--- src/rtl/acc_alu_ctrl.sv ---
// Accumulator-based datapath slice: opcode decode, 8-bit ALU and the accumulator register.
// Decode and ALU are combinational; only the accumulator holds state.
module acc_alu_ctrl (
   input  logic       clk,
   input  logic       reset,
   input  logic [2:0] opcode,
   input  logic [4:0] immediate,
   input  logic [7:0] reg_data,
   input  logic [7:0] pc_addr,
   output logic [7:0] acc_out,
   output logic [7:0] alu_out,
   output logic       alu_zero,
   output logic       alu_carry,
   output logic [1:0] cntr_alu,
   output logic       regWE,
   output logic       memWE,
   output logic       accWE,
   output logic       brnch,
   output logic       lw,
   output logic       alu_sc,
   output logic       acc_sc,
   output logic       mem_sc
);

   localparam logic [2:0] OP_ADD  = 3'b000;
   localparam logic [2:0] OP_SUB  = 3'b001;
   localparam logic [2:0] OP_LDI  = 3'b010;
   localparam logic [2:0] OP_MOVA = 3'b011;
   localparam logic [2:0] OP_LW   = 3'b100;
   localparam logic [2:0] OP_SW   = 3'b101;
   localparam logic [2:0] OP_JAL  = 3'b110;
   localparam logic [2:0] OP_AND  = 3'b111;

   localparam logic [1:0] ALU_ADD  = 2'b00;
   localparam logic [1:0] ALU_SUB  = 2'b01;
   localparam logic [1:0] ALU_AND  = 2'b10;
   localparam logic [1:0] ALU_LINK = 2'b11;

   logic [7:0] acc_q, acc_d;
   logic       reg_we_raw, mem_we_raw, acc_we_raw, brnch_raw;
   logic [7:0] alu_b;
   logic [7:0] imm_ext;
   logic [8:0] alu_wide;

   always_comb begin
      cntr_alu   = ALU_ADD;
      reg_we_raw = 1'b0;
      mem_we_raw = 1'b0;
      acc_we_raw = 1'b0;
      brnch_raw  = 1'b0;
      lw         = 1'b0;
      alu_sc     = 1'b0;
      acc_sc     = 1'b0;
      mem_sc     = 1'b0;
      case (opcode)
         OP_ADD:  begin cntr_alu = ALU_ADD; reg_we_raw = 1'b1; alu_sc = 1'b1; end
         OP_SUB:  begin cntr_alu = ALU_SUB; reg_we_raw = 1'b1; alu_sc = 1'b1; end
         OP_LDI:  begin acc_we_raw = 1'b1; acc_sc = 1'b1; end
         OP_MOVA: begin acc_we_raw = 1'b1; end
         OP_LW:   begin reg_we_raw = 1'b1; lw = 1'b1; mem_sc = 1'b1; end
         OP_SW:   begin mem_we_raw = 1'b1; mem_sc = 1'b1; end
         OP_JAL:  begin brnch_raw = 1'b1; reg_we_raw = 1'b1; cntr_alu = ALU_LINK; end
         OP_AND:  begin cntr_alu = ALU_AND; reg_we_raw = 1'b1; alu_sc = 1'b1; end
         default: ;
      endcase
   end

   // Side-effecting enables are suppressed while reset is held; steering selects are not.
   assign regWE = reg_we_raw & ~reset;
   assign memWE = mem_we_raw & ~reset;
   assign accWE = acc_we_raw & ~reset;
   assign brnch = brnch_raw  & ~reset;

   assign alu_b   = alu_sc ? reg_data : 8'h00;
   assign imm_ext = {{3{immediate[4]}}, immediate};

   always_comb begin
      alu_wide = 9'd0;
      case (cntr_alu)
         ALU_ADD:  alu_wide = {1'b0, acc_q} + {1'b0, alu_b};
         ALU_SUB:  alu_wide = {1'b0, acc_q} - {1'b0, alu_b};
         ALU_AND:  alu_wide = {1'b0, acc_q & alu_b};
         ALU_LINK: alu_wide = {1'b0, pc_addr + 8'd1};
         default:  alu_wide = 9'd0;
      endcase
   end

   // Bit 8 of the 9-bit sum/difference is the carry (ADD) or borrow (SUB).
   assign alu_out   = alu_wide[7:0];
   assign alu_carry = (cntr_alu == ALU_ADD || cntr_alu == ALU_SUB) ? alu_wide[8] : 1'b0;
   assign alu_zero  = (alu_wide[7:0] == 8'h00);

   assign acc_d = accWE ? (acc_sc ? imm_ext : reg_data) : acc_q;

   always_ff @(posedge clk or posedge reset) begin
      if (reset) acc_q <= 8'h00;
      else       acc_q <= acc_d;
   end

   assign acc_out = acc_q;

endmodule

--- config.mk ---
export PLATFORM = sky130hd
export DESIGN_NAME = acc_alu_ctrl
export DESIGN_NICKNAME = d
export VERILOG_FILES = /design/src/rtl/acc_alu_ctrl.sv
export SDC_FILE = /design/constraint.sdc
export NUM_CORES = 1
export LEC_CHECK = 0
export CAP_MARGIN = 20
export CORE_AREA = 2 2 57 59
export CTS_CLUSTER_DIAMETER = 120
export DETAILED_ROUTE_END_ITERATION = 16
export DIE_AREA = 0 0 59 61
export PLACE_DENSITY = 0.95
export SYNTH_ARGS = -nofsm -noshare
export SYNTH_HDL_FRONTEND = slang
export SYNTH_SLANG_ARGS = --single-unit
--- constraint.sdc ---
create_clock -name clk -period 5.2 [get_ports clk]
set_input_delay 0.52 -clock clk [delete_from_list [all_inputs] [get_ports clk]]
set_output_delay 0.52 -clock clk [all_outputs]
set_load 0.01 [all_outputs]
# Yosys cells after proc, flatten, opt, wreduce, memory -nomap -nowiden
# Cells that the tools add are included.
totals:
  ff_bits: 8
  elab_cells: 41
op_classes:
  addsub: 3
  n_eq_ne: 10
  mux: 13
  n_bitwise: 6
  n_reduce_logical: 8
op_table:
  columns: ["cell", "n"]
  rows:
  - ["$pmux W9 S4", 1]
  - ["$mux W8", 2]
  - ["$eq A3 B3 Y1 const B", 4]
  - ["$add A8 B8 Y9", 1]
  - ["$mux W1", 9]
  - ["$sub A8 B8 Y9", 1]
  - ["$add A8 B1 Y8 const B", 1]
  - ["$and A8 B8 Y8", 1]
  - ["$logic_not A8 Y1", 1]
  - ["$eq A3 B2 Y1 const B", 2]
  - ["$pmux W2 S3", 1]
  - ["$reduce_or A5 Y1", 1]
  - ["$and A1 B1 Y1", 4]
  - ["$eq A2 B2 Y1 const B", 2]
  - ["$reduce_or A2 Y1", 2]
  - ["$eq A3 B1 Y1 const B", 1]
  - ["$logic_not A3 Y1", 1]
  - ["$reduce_or A3 Y1", 1]
  - ["$eq A2 B1 Y1 const B", 1]
  - ["$logic_not A2 Y1", 1]
  - ["$logic_or A1 B1 Y1", 1]
  - ["$not A1 Y1", 1]

# Logic depth before layout (Yosys ltp)
depth:
  depth_word: 7
  ltp_mapped: 16

# Worst setup path after synthesis
# No wires, ideal clock.
synth_timing:
  path_kind: "input port to output port"
  from: "input port opcode[1]"
  to: "output port alu_zero"
  arrival_time_ns: 3.328
  required_ns: 4.680
  slack_ns: 1.352
  cell_stages: 14
  n_path_buf: 0
  cell_sequence: "nand2_2 clkinv_2 a21oi_1 clkinv_1 nand2_1 ha_1 nand2_1 nand2_1 fa_1 nand2b_1 a21oi_1 o41ai_1 a211o_1 nor4b_2"
synth_between:
  elab_cells_between_ends: 17
synth_rtl:
  columns: ["item", "line_no", "rtl"]
  rows:
  - ["start, declared", "6", "input logic [2:0] opcode,"]
  - ["$eq A3 B3 Y1 / $eq A3 B1 Y1 (equally long branches)", "55", "case (opcode)"]
  - ["$pmux W2 S3 (*)", "55", null]
  - ["named net cntr_alu[1]", "14", "output logic [1:0] cntr_alu,"]
  - ["$eq A2 B2 Y1, or another cell as far along", "79", "case (cntr_alu)"]
  - ["$pmux W9 S4 (*)", "79", null]
  - ["named net alu_out[6]", "11", "output logic [7:0] alu_out,"]
  - ["$logic_not A8 Y1 (*)", "91", "assign alu_zero = (alu_wide[7:0] == 8'h00);"]
  - ["end, declared", "12", "output logic alu_zero,"]
# The timed path passes the listed nets; every way through them passes the cells marked *.

# Worst setup path after layout
layout_timing:
  from: "input port opcode[2]"
  to: "output port alu_carry"
layout_between:
  elab_chain_len: 7
  elab_cells_between_ends: 17
layout_lines:
  columns: ["item", "line_no", "rtl"]
  rows:
  - ["$eq A3 B3 Y1, or another cell as far along", "55", null]
  - ["$reduce_or A3 Y1 (no line)", null, null]
  - ["$mux W1", "55", null]
  - ["$mux W8", "74", "assign alu_b = alu_sc ? reg_data : 8'h00;"]
  - ["$sub A8 B8 Y9 / $add A8 B8 Y9 (equally long branches)", "81, 80", null]
  - ["$pmux W9 S4", "79", null]
  - ["$mux W1 (*)", "90", "assign alu_carry = (cntr_alu == ALU_ADD || cntr_alu == ALU_SUB) ? alu_wide[8] : 1'b0;"]
  - ["end, declared", "13", "output logic alu_carry,"]
# Every way passes the cells marked *; elsewhere a longest branch is shown, timed or not.

==> impl_results.md <==
- Outcome: completed
- Vias in the first global route: ~1500
- CP Launch Type: input port
- Least-Margin Pin Slew: 0.484 ns
- Synth Flop Type: dfrtp_1
- Setup CP Type: input port to output port
- Worst-path clk slew: approximately 0.05 ns
- Critical path peak fanout: 9
- Reg2Reg Depth: 2
- Max reg flops: 8
- Final Slew Violations: 0
- Hold_sp: acc_out[6]$_DFFE_PP0P_
- Period Utilization, post-route: 0.923
- Crit Reg-Reg Endpoint: acc_out[1]$_DFFE_PP0P_
- Power Density: approximately 240 nW/um^2
- Initial DRC Count: 58
- Ranking of synthesized cells by area: dfrtp_1 (15%), ha_1 (10%), nand2_1 (6.6%)
- Antenna cells: 0
- H-tree depth: 1
- Vias/cell: around 5.9
- Clock Tree Buf Depth: 2
- Vias after detailed routing: approximately 1600
- Hold endpoint: acc_out[6]$_DFFE_PP0P_
- Most frequent cell after synthesis: nand2_1
- Leakage: approximately 0.8 nW
- Routed wire length: about 4000 um
- Gpl congestion: 0.844
- Die X: just under 60 um
- Final non-filler cell total: approximately 280
- Max-Slew Margin vs Limit: 0.674
- Synth area leader: dfrtp_1
- Ys async rst share: 1.00
- Commonest cells post-synth: nand2_1 (24), o21ai_0 (16), a21oi_1 (15), ha_1 (11)
- Crit end category: output port
- Sequential element share of the synthesized area: 0.146
- Synthesis-stage register bit count: 8
- Max Cap Viol: 0
- CTS tree: done
- Yosys cell types: 46
- Post-Syn Instances: roughly 190
- Worst-skew pair later-pin latency: 0.25 ns
- Number of synthesized flops with an enable pin: 0
- Share of cells above drive strength 1: 0.0653
- PortBufs: 53
- Max VDD drop: roughly 0.16 mV
- HPWL after detailed placement: between 3000 and 4000 um
- Die H: roughly 60 um
- CP Data Required Time: 4.68 ns
- CP Data Arrival Time: around 4.3 ns
- Initial antenna violation count: 0
- Post-route minimum period: between 4 and 5 ns
- Total core area: 2950 um^2
- Dpl cells: ~280
- CTS Buf Count: 3
- Post_cts resized: 0
- Postcts setup bufs: 0
- Routed WL per cell: ~14 um
- Setup TNS: 0 ns
- Worst Skew: 0 ns
- FF-to-FF Start: acc_out[1]$_DFFE_PP0P_
- Hold Fails Final Rpt: 0
- R2r setup slk: around 4.4 ns
- # setup viols final: 0
- Die area: about 3600 um^2
- Final core occ: 0.667
- Clock root cell: clkbuf_4
- RSZ-0062 raised after global routing: no
- Yosys top cell area share: 0.146
- First-pass DRT Iterations: 5
- First-pass GRT wire length: about 6500 um
- Avg Cell Area, Syn: 7.18 um^2
- Final #Nets: 285
- Post-Syn Nets: 229
- Hold depth: 2
- Clock sinks: 8
- GRT Overall Usage: 0.233
- Post-Syn Area: around 1400 um^2
- DR DRC count: 0
- Initial Util: 0.464
- Achievable frequency: around 0.21 GHz
- Hold crit path type: flop to flop
- I/O pin cnt: 54
- Post-route antenna net violation count: 0
- Warnings, synthesis: 0
- Pin count of the biggest net entering global routing: 32
- Cell Rows: 20
- GR Overflow Total: 0
- Area Overhead vs Synth: 43.7%
- Hold_buf cts: 0
==> how the worst max path moves through the flow <==
stage / cells past startpoint / to / startpoint
6_report: 17 / alu_carry / opcode[2]
5_1_grt: 17 / alu_carry / opcode[2]
4_1_cts: 16 / alu_zero / opcode[2]
3_5_place_dp: 16 / alu_zero / opcode[2]
3_3_place_gp: 15 / alu_zero / opcode[2]
2_1_floorplan: 14 / alu_zero / opcode[1]
==> routing by layer <==
layer / global-route usage / wire length, um / vias up
li1: - / - / 815
met1: 0.294 / 1770 / 748
met2: 0.417 / 1930 / 64
met3: 0.0149 / 220 / 5
met4: 0.0844 / 51 / 0
met5: 0 / 0 / -
==> worst max-delay path, cell delays in order <==
cell,delay (ns)
clkdlybuf4s50_1,0.52
nor2_1,0.25
a21oi_1,0.11
inv_2,0.14
nand2_1,0.09
ha_1,0.22
a21oi_1,0.17
nand3_1,0.10
o211ai_1,0.11
ha_1,0.32
o21ai_1,0.13
a21oi_2,0.08
or4_4,0.44
a31oi_4,0.25
xnor2_1,0.09
o211ai_1,0.17
clkdlybuf4s50_1,0.56
==> cell type report <==
type	instances	area [um^2]
timing repair buffer	56	553
multi-input combinational	166	1110
tap	33	41.3
inverter	12	46.3
fill	263	982
sequential	8	200
clock buffer	3	22.5
==> cell usage in the layout, fill, tap and decap left out, types with 2 or more instances in the layout <==
master | Yosys | routed
o211ai_1 | 4 | 4
dfrtp_1 | 8 | 8
clkdlybuf4s50_1 | 0 | 53
o41ai_1 | 2 | 2
clkbuf_4 | 0 | 3
nand3_1 | 8 | 8
or3_1 | 3 | 3
nand2_1 | 24 | 24
mux2i_1 | 2 | 2
o221ai_1 | 2 | 2
nor2b_1 | 5 | 5
o22ai_1 | 3 | 3
nor2_1 | 10 | 10
o31ai_1 | 3 | 3
a21oi_1 | 15 | 14
and3b_1 | 2 | 2
o21ai_0 | 16 | 16
xor2_1 | 4 | 4
nand2b_1 | 7 | 7
inv_1 | 10 | 10
o21a_1 | 3 | 3
nor4_1 | 3 | 3
ha_1 | 11 | 11
buf_4 | 0 | 3
nor3_1 | 7 | 7
and3_1 | 3 | 3
a31oi_1 | 3 | 3
xnor2_1 | 9 | 9
==> metrics by stage <==
step           hold slack (ns)  area, um^2  setup slack, ns  power [mW]
2_1_floorplan            0.349        1370             1.35       0.289
3_3_place_gp             0.541        1940            0.365       0.423
3_5_place_dp             0.547        1940            0.187       0.430
4_1_cts                  0.564        1970            0.163       0.480
5_1_grt                  0.604        1970            0.111       0.519
6_report                 0.564        1970            0.403       0.482
==> kinds of logic after synthesis <==
logic type | Yosys count | synth area share
AOI/OAI and AO/OA | 58 | 0.276
xor gates and xnor gates | 13 | 0.0830
adders and majority gates | 12 | 0.115
buffers and inverters | 17 | 0.0493
DFF | 8 | 0.146
muxes | 2 | 0.0146
and+or+nand+nor | 81 | 0.316
==> report_power, final <==
part	switching [mW]	leakage (nW)	total, mW	internal [mW]
clock network	0.0214	0.0138	0.0478	0.0264
registers	0.0135	0.0995	0.0867	0.0732
logic	0.170	0.698	0.347	0.177
total	0.205	0.811	0.482	0.277
Note: power is estimated with default switching activity, not from simulation.
==> variant 1 (same flow settings) <==
Add an input register stage for `pc_addr`; this delays it by one clock. The other inputs are not delayed to match.
--- a/src/rtl/acc_alu_ctrl.sv
+++ b/src/rtl/acc_alu_ctrl.sv
@@ -35,6 +35,12 @@
    localparam logic [1:0] ALU_SUB  = 2'b01;
    localparam logic [1:0] ALU_AND  = 2'b10;
    localparam logic [1:0] ALU_LINK = 2'b11;
+
+   logic [7:0] pc_addr_q;
+
+   always_ff @(posedge clk) begin
+      pc_addr_q <= pc_addr;
+   end
 
    logic [7:0] acc_q, acc_d;
    logic       reg_we_raw, mem_we_raw, acc_we_raw, brnch_raw;
@@ -80,7 +86,7 @@
          ALU_ADD:  alu_wide = {1'b0, acc_q} + {1'b0, alu_b};
          ALU_SUB:  alu_wide = {1'b0, acc_q} - {1'b0, alu_b};
          ALU_AND:  alu_wide = {1'b0, acc_q & alu_b};
-         ALU_LINK: alu_wide = {1'b0, pc_addr + 8'd1};
+         ALU_LINK: alu_wide = {1'b0, pc_addr_q + 8'd1};
          default:  alu_wide = 9'd0;
       endcase
    end
Function: changed (a bounded check fails within 4 cycles, from zero or initial values and one cycle with reset high).
==> variant 1 against the original RTL <==
- sequential cell count increased by 8
- non-clock buffer count is 1 higher
- wire length grew 9.1%
- setup slack lost 0.0099 ns
- final area rose by 4.1%
- total power grew 19%
- register-to-register slack hardly changed
- die area is the same
- area after synthesis increased by 4.8%
==> variant 1: results (changes against the original RTL) <==
Clock tree
The clock network latency to the later pin of the worst-skew pair is 0.30 ns (+0.05 ns). The post-CTS clock slew at the launch and capture registers of the worst setup and hold paths is 0.11 ns (+0.06 ns).

Drt
The met1 wire length is 1.75 mm (-1.1%). The average wire length per cell after detail routing is 15.6 um (+9.1%). The total met2 wirelength after detailed routing is 2.09 mm (+8.0%). The number of vias in the routed layout is 1617 (-0.92%). The detailed router's first-iteration violation count is 65 (+12%). The routed wire length on met3 is 425 um (+93%).

The via count normalized by instance count was 5.82 (-0.92%).

STA
The worst max-slew margin expressed relative to the limit came to 65.8% (-1.5 points).

Pwr
The leakage power came to 0.865 nW (+6.6%). The worst supply voltage drop on vdd is 0.203 mV (+26%). The net load switching power is 0.000221 W (+8.0%).

Placement
The last weighted congestion value of the routability-driven placer came to 0.913 (+8.2%). The half-perimeter wire length of the detailed placement result is 3.41 mm (+5.5%). The number of cells in the design after placement was 274 (-0.36%). The setup slack at placement is 0.443 ns (+0.257 ns).

Status
The run finished with clean final reports.

Layout
The final net count is 284 (-0.35%).

GRT
The pin count of the biggest net entering global routing was 16 (-50%). The combined global-route utilization of all metal layers is 25.5% (+2.2 points). The first-pass GRT wire length is 6.98 mm (+7.7%).

Synthesis
The number of nets produced by synthesis is 227 (-0.87%). The post-synthesis async set-or-reset flop share was 50.0% (-50 points). In the post-synthesis netlist, the biggest area contributors are sky130_fd_sc_hd__dfrtp_1 14%, sky130_fd_sc_hd__dfxtp_1 11%, sky130_fd_sc_hd__ha_1 9.6%, sky130_fd_sc_hd__xnor2_1 7.3%, sky130_fd_sc_hd__nand2_1 7.0%. The synthesized netlist cell count is 189 (-1.0%). The number of synthesis warnings is 0 (unchanged).

The proportion of synthesized chip area in sequential cells was 25.1% (+10 points). The primary flip-flop cell chosen by synthesis mapping is sky130_fd_sc_hd__dfxtp_1. By count the netlist is led by 27 x sky130_fd_sc_hd__nand2_1, 20 x sky130_fd_sc_hd__o21ai_0, 18 x sky130_fd_sc_hd__a21oi_1, 12 x sky130_fd_sc_hd__xnor2_1.

Critical path
The beginning of the worst register-to-register path is acc_out[5]$_DFFE_PP0P_. The worst path arrival time was 4.29 ns (about the same). The highest fanout seen on the critical path is 7 (-2).

Min path
The class of the tightest hold or removal check is in2async.
variant 1: changes by cell type after synthesis, sizes merged, moves of 3 or more:
cell    before  now
dfxtp        0    8
o21ai       17   22
o211ai       4    0
a21oi       15   18
a31oi        4    1
nand2       25   28
nand2b       7    4
or3          3    0
xnor2        9   12
variant 1: stage by stage:
step | hold WS (ns) | power (W) | cell area (um2)
2_1_floorplan | 0.349 | 0.000339 | 1440
3_3_place_gp | 0.531 | 0.000475 | 2020
3_5_place_dp | 0.532 | 0.000484 | 2020
4_1_cts | 0.554 | 0.000568 | 2050
5_1_grt | 0.578 | 0.000609 | 2050
6_report | 0.541 | 0.000572 | 2050
variant 1: layout make-up:
type                       instances  area [um2]
clock buffer                       4        36.3
inverter                          10        37.5
fill                             254         901
multi-input combinational        158        1020
tap                               33        41.3
timing repair buffer              57         561
sequential                        16         360
variant 1: path summary, 6_finish.rpt:
kind,end,slack (ns),cells past startpoint
max,alu_zero,0.39,15
min in group clk,acc_out[7]$_DFFE_PP0P_,0.56,2
min reg2reg,acc_out[7]$_DFFE_PP0P_,0.56,2
max in group asynchronous,acc_out[2]$_DFFE_PP0P_,4.38,2
max reg2reg,acc_out[5]$_DFFE_PP0P_,4.44,2
min,acc_out[0]$_DFFE_PP0P_,0.54,2
variant 1: cell families after synthesis:
logic type                 after synthesis  share of synthesized area (%)
adders and majority gates               12                           11.0
DFF                                     16                           25.1
buffers and inverters                   15                           4.26
muxes                                    1                          0.696
xor gates and xnor gates                16                           9.75
AOI/OAI and AO/OA                       62                           26.7
and+or+nand+nor                         67                           22.5
variant 1: critical path, delay by kind of cell:
family | cells | cell delay (ns)
buffers and inverters | 3 | 1.32
AO/OA/AOI/OAI | 4 | 0.85
AND/OR/NAND/NOR | 4 | 0.58
adder cells (fa/ha/maj) | 2 | 0.57
multiplexers | 1 | 0.27
XOR/XNOR | 1 | 0.19
variant 1: power by group through the flow:
| stage | registers [W] | logic [W] | clock network, W |
|---|---|---|---|
| finish | 0.000156 | 0.000331 | 0.0000852 |
| global route | 0.000158 | 0.000361 | 0.0000902 |
| CTS | 0.000155 | 0.000329 | 0.0000843 |
| detailed placement | 0.000158 | 0.000327 | 0 |
| global placement | 0.000157 | 0.000318 | 0 |
| floorplan | 0.000158 | 0.000181 | 0 |
variant 1: metal layers:
layer  GRT usage (%)  vias up
li1                -      789
met2            43.0       91
met3            4.90       10
met4            10.1        0
met1            32.1      727
met5               0        -
==> variant 2 (same flow settings) <==
Made on the original files. Register the outputs `alu_out`, `alu_zero`, `alu_carry`, `regWE`, `memWE` and `brnch`, cleared by the reset; this adds one clock of latency there. The other outputs are not delayed to match.
--- a/src/rtl/acc_alu_ctrl.sv
+++ b/src/rtl/acc_alu_ctrl.sv
@@ -66,10 +66,24 @@
    end
 
    // Side-effecting enables are suppressed while reset is held; steering selects are not.
-   assign regWE = reg_we_raw & ~reset;
-   assign memWE = mem_we_raw & ~reset;
    assign accWE = acc_we_raw & ~reset;
-   assign brnch = brnch_raw  & ~reset;
+   always_ff @(posedge clk or posedge reset) begin
+      if (reset) begin
+         alu_out   <= '0;
+         alu_zero  <= '0;
+         alu_carry <= '0;
+         regWE     <= '0;
+         memWE     <= '0;
+         brnch     <= '0;
+      end else begin
+         alu_out   <= alu_wide[7:0];
+         alu_zero  <= (alu_wide[7:0] == 8'h00);
+         alu_carry <= (cntr_alu == ALU_ADD || cntr_alu == ALU_SUB) ? alu_wide[8] : 1'b0;
+         regWE     <= reg_we_raw & ~reset;
+         memWE     <= mem_we_raw & ~reset;
+         brnch     <= brnch_raw  & ~reset;
+      end
+   end
 
    assign alu_b   = alu_sc ? reg_data : 8'h00;
    assign imm_ext = {{3{immediate[4]}}, immediate};
@@ -86,9 +100,6 @@
    end
 
    // Bit 8 of the 9-bit sum/difference is the carry (ADD) or borrow (SUB).
-   assign alu_out   = alu_wide[7:0];
-   assign alu_carry = (cntr_alu == ALU_ADD || cntr_alu == ALU_SUB) ? alu_wide[8] : 1'b0;
-   assign alu_zero  = (alu_wide[7:0] == 8'h00);
 
    assign acc_d = accWE ? (acc_sc ? imm_ext : reg_data) : acc_q;
 
Behaviour: not the same (Yosys sat finds a counterexample within 4 cycles, from zero or initial values and one cycle with reset high).
==> variant 2 against the original RTL <==
- final area increased by 15%
- setup slack gained 0.79 ns
- sequential share of layout area rose by 13 points
- largest power group unchanged
- area after synthesis rose by 23%
- clock power increased by 71%
- sequential cell count up 13
- critical endpoint is now alu_zero$_DFF_PP0_
- total power grew 33%
- wire length grew 11%
==> variant 2: results (changes against the original RTL) <==
Status
The flow ran to the end, and the final reports show no timing, DRC or antenna violations.

Clock tree
The clock network latency to the later pin of the worst-skew pair was 0.31 ns (+0.06 ns). The post-CTS clock slew at the launch and capture registers of the worst setup and hold paths came to 0.12 ns (+0.07 ns).

Layout
The footprint of the flip-flops and latches is 526 um2 (+160%). The final net count is 296 (+3.9%). The post-route non-filler standard cell count is 290 (+4.3%).

Critical path
The largest single stage delay on the critical path is 0.55 ns. The critical path is of the in2reg type. In this run the critical register-to-register path is launched from acc_out[0]$_DFFE_PP0P_. The register-to-register path setup slack is 2.65 ns (-1.79 ns). The path depth of the worst reg2reg path is 9 (+7). The category of cells accounting for the largest share of critical-path delay is simple AND/OR/NAND/NOR gates. In this run the critical register-to-register path is captured at alu_zero$_DFF_PP0_.

The worst path arrival time is 4.25 ns (-0.03 ns). Tracing the worst setup path back leads to its startpoint at opcode[1].

Pwr
The leakage power is 0.958 nW (+18%). The worst supply voltage drop on vdd is 0.134 mV (-17%).

Placement
The last weighted congestion value of the routability-driven placer is 0.843 (-0.18%). The half-perimeter wire length of the detailed placement result came to 3.34 mm (+3.4%). The setup slack at placement is 0.426 ns (+0.239 ns).

Drt
The detailed router's first-iteration violation count is 86 (+48%). The number of vias in the routed layout is 1720 (+5.4%). The average wire length per cell after detail routing is 15.2 um (+6.5%).

Synthesis
The complex-gate fraction of the synthesized area is 22.3% (-5.3 points). The proportion of synthesized chip area in sequential cells is 31.1% (+16 points). The mux share of post-synthesis cell area is 1.26% (-0.20 points). Ranked by instance count, the synthesized netlist is headed by 21 x sky130_fd_sc_hd__dfrtp_1, 20 x sky130_fd_sc_hd__a21oi_1, 20 x sky130_fd_sc_hd__nand2_1, 15 x sky130_fd_sc_hd__o21ai_0, 12 x sky130_fd_sc_hd__nor2_1. After synthesis, the cell types taking the most area are sky130_fd_sc_hd__dfrtp_1 31%, sky130_fd_sc_hd__ha_1 8.1%, sky130_fd_sc_hd__a21oi_1 5.9%, sky130_fd_sc_hd__nand2_1 4.4%, sky130_fd_sc_hd__o21ai_0 4.4%. The number of nets produced by synthesis is 242 (+5.7%).

The number of distinct library cell variants in the gate-level netlist after synthesis is 49 (+6.5%). The area share of fa/ha/maj cells after synthesis is 9.32% (-2.2 points).

GRT
The pin count of the biggest net entering global routing is 23 (-28%). The via count of the first global-routing pass came to 1602 (+5.8%). The combined global-route utilization of all metal layers is 26.9% (+3.7 points).

The first-pass GRT wire length was 7.27 mm (+12%).

STA
The actual slew at the worst max-slew pin is 0.538 ns (+0.0538 ns). The final critical path time including I/O delays and setup came to 4.01 ns (-0.786 ns).
-- variant 2: worst register-to-register path, cell delays in order, from the launching register on --
cell and delay (ns):
sky130_fd_sc_hd__dfrtp_1 0.39, sky130_fd_sc_hd__inv_1 0.07, sky130_fd_sc_hd__ha_1 0.22, sky130_fd_sc_hd__fa_1 0.41
sky130_fd_sc_hd__nand2b_1 0.18, sky130_fd_sc_hd__a21oi_1 0.26, sky130_fd_sc_hd__a21oi_1 0.08, sky130_fd_sc_hd__o21a_1 0.18
sky130_fd_sc_hd__or4_1 0.55, sky130_fd_sc_hd__nor3_2 0.12
-- variant 2: kinds of logic (layout without fill, tap and decap cells) --
group                    count (synthesis)  count (layout)
AO/OA/AOI/OAI                           60              60
XOR/XNOR                                10              10
adder cells (fa/ha/maj)                 12              12
buffers and inverters                   18              71
flip-flops                              21              21
multiplexers                             2               2
AND/OR/NAND/NOR                         81              81
-- variant 2: where the power goes --
part	internal, W	switching [W]
Sequential	0.000199	0.0000187
Combinational	0.000175	0.000167
Clock	0.0000299	0.0000520
Total	0.000404	0.000238
-- variant 2: area by class of cell --
type | count | area share [%]
Clock buffer | 4 | 1.16
Inverter | 11 | 1.88
Multi-Input combinational cell | 165 | 47.6
Sequential cell | 21 | 23.2
Tap cell | 33 | 1.82
Timing Repair Buffer | 56 | 24.3
-- variant 2: layer usage --
metal  vias to the layer above  wire, um  GRT usage [%]
met2                        84      2070           46.7
met4                         0        74           11.0
met5                         -         0              0
li1                        839         -              -
met1                       791      1910           33.6
met3                         6       356           4.05
